<file path="src/rtl/trap_sequencer.sv">
// trap_sequencer: trap/mret sequencer that owns the CSR write port while
//   writing mepc/mcause/mstatus, then redirects the PC.
//   in : clk, rst (sync, active-low), valid_E, illegal_E, ebreak_E, ecall_E,
//        mret_E, PCE, irq_ext, mstatus_q, mtvec_q, mepc_q, mie_meie,
//        csr_wr_pipe, csr_addr_pipe, csr_wd_pipe
//   out: csr_we, csr_waddr, csr_wdata, stall_front, bubble_M, flush_front,
//        pc_redirect, pc_target, trap_busy
module trap_sequencer #(
  parameter int XLEN = 32,
  parameter logic [XLEN-1:0] IRQ_CAUSE = 32'h8000_000B
) (
  input  logic            clk,
  input  logic            rst,
  input  logic            valid_E,
  input  logic            illegal_E,
  input  logic            ebreak_E,
  input  logic            ecall_E,
  input  logic            mret_E,
  input  logic [XLEN-1:0] PCE,
  input  logic            irq_ext,
  input  logic [XLEN-1:0] mstatus_q,
  input  logic [XLEN-1:0] mtvec_q,
  input  logic [XLEN-1:0] mepc_q,
  input  logic            mie_meie,
  input  logic            csr_wr_pipe,
  input  logic [11:0]     csr_addr_pipe,
  input  logic [XLEN-1:0] csr_wd_pipe,
  output logic            csr_we,
  output logic [11:0]     csr_waddr,
  output logic [XLEN-1:0] csr_wdata,
  output logic            stall_front,
  output logic            bubble_M,
  output logic            flush_front,
  output logic            pc_redirect,
  output logic [XLEN-1:0] pc_target,
  output logic            trap_busy
);
  typedef enum logic [2:0] {IDLE, W_EPC, W_CAUSE, W_STATUS, M_STATUS, REDIRECT} state_t;
  state_t          state;
  logic [XLEN-1:0] epc_r, cause_r, cause_n, st_trap, st_mret, base, fsm_addr_data;
  logic            irq_r, mret_r, exc, mret_t, irq_t, take, fsm_wr, fsm_we;
  logic [11:0]     fsm_addr;
  logic [XLEN-1:0] fsm_data;
  // Priority: synchronous exceptions, then mret, then the external interrupt.
  assign exc     = valid_E & (illegal_E | ebreak_E | ecall_E);
  assign mret_t  = valid_E & mret_E & ~exc;
  assign irq_t   = valid_E & irq_ext & mstatus_q[3] & mie_meie & ~exc & ~mret_t;
  assign take    = exc | mret_t | irq_t;
  assign cause_n = illegal_E ? XLEN'(2) : ebreak_E ? XLEN'(3) : ecall_E ? XLEN'(11) : IRQ_CAUSE;
  always_ff @(posedge clk)
    if (!rst) begin
      state   <= IDLE;
      epc_r   <= '0;
      cause_r <= '0;
      irq_r   <= 1'b0;
      mret_r  <= 1'b0;
    end else
      case (state)
        IDLE: if (take) begin
          epc_r   <= PCE;
          cause_r <= cause_n;
          irq_r   <= irq_t;
          mret_r  <= mret_t;
          state   <= mret_t ? M_STATUS : W_EPC;
        end
        // A pending pipeline write owns the port; hold and retry next cycle.
        W_EPC:              if (!csr_wr_pipe) state <= W_CAUSE;
        W_CAUSE:            if (!csr_wr_pipe) state <= W_STATUS;
        W_STATUS, M_STATUS: if (!csr_wr_pipe) state <= REDIRECT;
        default:            state <= IDLE;
      endcase
  always_comb begin
    st_trap    = mstatus_q;
    st_trap[7] = mstatus_q[3];
    st_trap[3] = 1'b0;
    st_mret    = mstatus_q;
    st_mret[3] = mstatus_q[7];
    st_mret[7] = 1'b1;
    fsm_addr   = state == W_EPC ? 12'h341 : state == W_CAUSE ? 12'h342 : 12'h300;
    fsm_data   = state == W_EPC ? epc_r : state == W_CAUSE ? cause_r : state == W_STATUS ? st_trap : st_mret;
    fsm_addr_data = fsm_data;
    fsm_wr     = state inside {W_EPC, W_CAUSE, W_STATUS, M_STATUS};
    fsm_we     = fsm_wr & ~csr_wr_pipe;
    csr_we     = csr_wr_pipe | fsm_we;
    csr_waddr  = fsm_we ? fsm_addr : csr_addr_pipe;
    csr_wdata  = fsm_we ? fsm_addr_data : csr_wd_pipe;
    trap_busy  = state != IDLE;
    stall_front = state == IDLE ? take : state != REDIRECT;
    bubble_M    = state == IDLE ? take : 1'b1;
    pc_redirect = state == REDIRECT;
    flush_front = state == REDIRECT;
    base        = {mtvec_q[XLEN-1:2], 2'b00};
    // Shifting the full cause drops bits 31:30, which is the vector offset mod 2^XLEN.
    pc_target   = state != REDIRECT ? '0 : mret_r ? mepc_q :
                  (irq_r && mtvec_q[1:0] == 2'b01) ? base + (cause_r << 2) : base;
  end
endmodule

</file>
<file path="config.mk">
export PLATFORM = sky130hd
export DESIGN_NAME = trap_sequencer
export DESIGN_NICKNAME = d
export VERILOG_FILES = /design/src/rtl/trap_sequencer.sv
export SDC_FILE = /design/constraint.sdc
export NUM_CORES = 1
export LEC_CHECK = 0
export BUFFER_PORTS_ARGS = -buffer_cell sky130_fd_sc_hd__clkbuf_2
export CAP_MARGIN = 0
export CORE_MARGIN = 4
export CORE_UTILIZATION = 35
export CTS_CLUSTER_SIZE = 20
export DETAILED_ROUTE_END_ITERATION = 12
export PLACE_DENSITY_LB_ADDON = 0.2
export SYNTH_ARGS = -nofsm -noshare
export SYNTH_HDL_FRONTEND = slang
export SYNTH_SLANG_ARGS = --single-unit
</file>
<file path="constraint.sdc">
create_clock -name clk -period 2.2 [get_ports clk]
set_input_delay 0 -clock clk [delete_from_list [all_inputs] [get_ports clk]]
set_output_delay 0 -clock clk [all_outputs]
set_load 0.01 [all_outputs]
</file>
==> reports/results.txt <==
Status - finished, violations left
Failing checks - negative setup slack
MaxCap Viol Count - 0
Largest fanout on the critical path - 8
CP startpoint kind - flip-flop
Upper clock frequency limit - 405 MHz
Dominant cell type by area after synthesis - dfxtp_1
Crit path arrival time - 2.47 ns
Routed wl met2 - 7210 um
Top_reg_cell synth - dfxtp_1
HP Start - PCE[2]
Post-Syn Nets - 661
Leak - 2.81 nW
Number of diodes - 0
Setup crit end kind - primary output
Area fraction of the dominant cell type after synthesis - 21.9%
Core region area - 10400 um^2
Pint - 0.00179 W
Number of antenna violations at the first check in global routing - 0
Syn_area_per_cell - 7.90 um^2
Largest net degree at the start of global routing - 54
Die W - 112 um
Antenna violation net count after detailed routing - 0
CTS Buf Count - 5
Worst-Skew Late Latency - 0.30 ns
Slew HR - 54.4%
Num rows - 37
CTS Sinks - 41
Final #Nets - 950
Sequential share of the synthesized area - 21.9%
Fill count - 1007
Top post-synthesis cells by area - dfxtp_1, mux2i_1, nor2b_1
Global-route wire length before repair - 22800 um
Crit path from - cause_r[0]$_SDFFE_PN0P_
Syn Inst Count - 475
WL per Instance - 16.0 um
H-tree depth - 2
Root Buffer Master - clkbuf_8
VDD IR max - 0.334 mV
PwrDens - 495 nW/um^2
Post-layout min period - 2.47 ns
Multi-input gate area - 2810 um^2
HPWL Detailed - 11000 um
CP Data Required Time - 2.20 ns
Die height - 112 um
Full die area - 12400 um^2
Layout Cells excl Fill - 901
Residual DRC - 0
Post-Syn Area - 3750 um^2
FF+latch count, synth - 41
Highest Signal Layer - met4
Switching Share - 37.8%
Metal3 WL - 896 um
Crit Path Class - flip-flop to primary output
Ys Warns - 0
Sequential share of power - 30.9%
Vias - 4788
Setup Viol. Count Final - 14
Vias/cell - 5.31
Share of post-route cells with drive strength above 1 - 42.7%
I/O Pins - 264
Initial Utilization - 36.2%
Final hold vios - 0
Clock Skew - 0.00642 ns
Final setup margin - -0.272 ns
Net Sw Power - 0.00109 W
Wire length on met1 - 6000 um
Final Cycle Share - 112%
CTS tree - done
Routed WL - 14400 um
Clock power frac - 17.9%
Register area - 822 um^2
I/O Buffers - 263
Worst hold path type - input port to flip-flop
RePlAce Congestion - 0.884
Post-synth cell types - 62
Placed insts - 857
RSZ-0062 raised after global routing - true
Syn-to-layout area delta - 54.4%
Max clock buf depth - 2
Logic pwr share - 51.1%
Final Power - 0.00287 W
Worst Tran Pin Value - 0.684 ns
Pre-antenna DRT Iters - 5
EDFF count, synth - 0
Total global routing overflow - 0
1st-iter DRT viols - 224
RR Startpoint - state[0]$_SDFFE_PN0P_
Clock-pin slew on the worst setup and hold paths - 0.08 ns
Number of global-route vias before repair - 4836
Slew Limit Fails - 0
Fraction of registers with async set or reset after synthesis - 0%
Hold slack final - 0.00706 ns
Gr usage total - 21.5%
==> registers in the layout (all words and copies together), names as in the netlist <==
signal and flops:
state 3, irq_r 1, epc_r 32, mret_r 1, cause_r 4
==> per-stage QoR <==
step                setup TNS, ns  setup slack [ns]  utilization [%]  cell area [um^2]
finish                      -2.61            -0.272             55.9              5800
global route                -4.89            -0.391             55.9              5800
global placement           -0.111           -0.0235             50.5              5240
CTS                         -2.88            -0.312             55.3              5740
detailed placement         -0.287           -0.0704             50.5              5240
floorplan                       0             0.124                -              3750
==> cell usage in the layout (no fill, tap or decap), types with 17 or more instances in the layout <==
master,netlist,layout
a21o_1,29,29
o21ai_0,44,42
dlygate4sd3_1,0,31
a22o_1,27,27
dfxtp_1,41,40
nor2b_1,43,42
mux2i_1,34,34
buf_4,2,17
clkbuf_2,0,252
nand2_1,26,26
==> power groups by stage <==
stage               sequential [W]  combinational (W)  clock [W]
finish                    0.000888            0.00147   0.000515
global route              0.000901            0.00161   0.000559
CTS                       0.000888            0.00143   0.000533
detailed placement        0.000902            0.00136          0
global placement          0.000899            0.00134          0
floorplan                 0.000883           0.000860          0
==> logic make-up (layout without fill, tap and decap cells) <==
family	after synthesis	in the layout	synth area share, %
flops	41	41	21.9
compound gates	174	174	32.5
xor+xnor	6	6	1.40
buf+inv	45	335	6.07
mux	37	37	9.97
fa+ha+maj	4	4	1.53
simple gates	168	168	26.7
==> Yosys cell counts, drive strengths merged, types with 6 or more instances <==
master  instances
o21ai          44
nor2b          43
dfxtp          41
mux2i          34
a21o           29
a22o           27
nand2          26
buf            19
clkbuf         17
a31oi          16
nor2           16
a21oi          13
or4            12
nand3          11
o31ai          11
and2           10
or3            10
inv             8
nand4           8
a211oi          6
==> critical path, stage by stage, from the launching register on <==
cell and delay, ns:
dfxtp_2 0.35, ha_4 0.13, inv_2 0.03, fa_2 0.34, and3b_2 0.29, o2111ai_4 0.13, buf_6 0.16, or4_1 0.40
a31oi_1 0.18, buf_2 0.16
==> path summary, 6_finish.rpt <==
kind,end,slack [ns],depth (start not counted)
max,pc_target[28],-0.27,9
min,epc_r[2]$_SDFFE_PN0P_,0.007,3
max reg2reg,epc_r[2]$_SDFFE_PN0P_,0.33,5
min reg2reg,cause_r[1]$_SDFFE_PN0P_,0.50,1
==> final cells by class <==
class                   count  area share [%]
clock inverters             3           0.367
well taps                 136            2.94
multi-input cells         389            48.5
clock buffers               5            1.19
repair buffers            318            32.2
flip-flops and latches     41            14.2
inverters                   9           0.648
==> per-layer routing <==
layer	global-route usage (%)	up-vias
met5	0	-
met2	39.2	171
met3	3.80	26
met4	5.68	0
met1	25.9	2201
li1	-	2390
==> what timing repair did <==
item / CTS / global route
hold buffers: 31 / 0
hold endpoints to repair: 31 / 0
cloned: 1 / 1
pin swaps: 14 / 8
gates resized for setup: 18 / 18
buffers inserted: 2 / 1
setup endpoints to repair: 24 / 34
(Power assumes the default switching activity.)
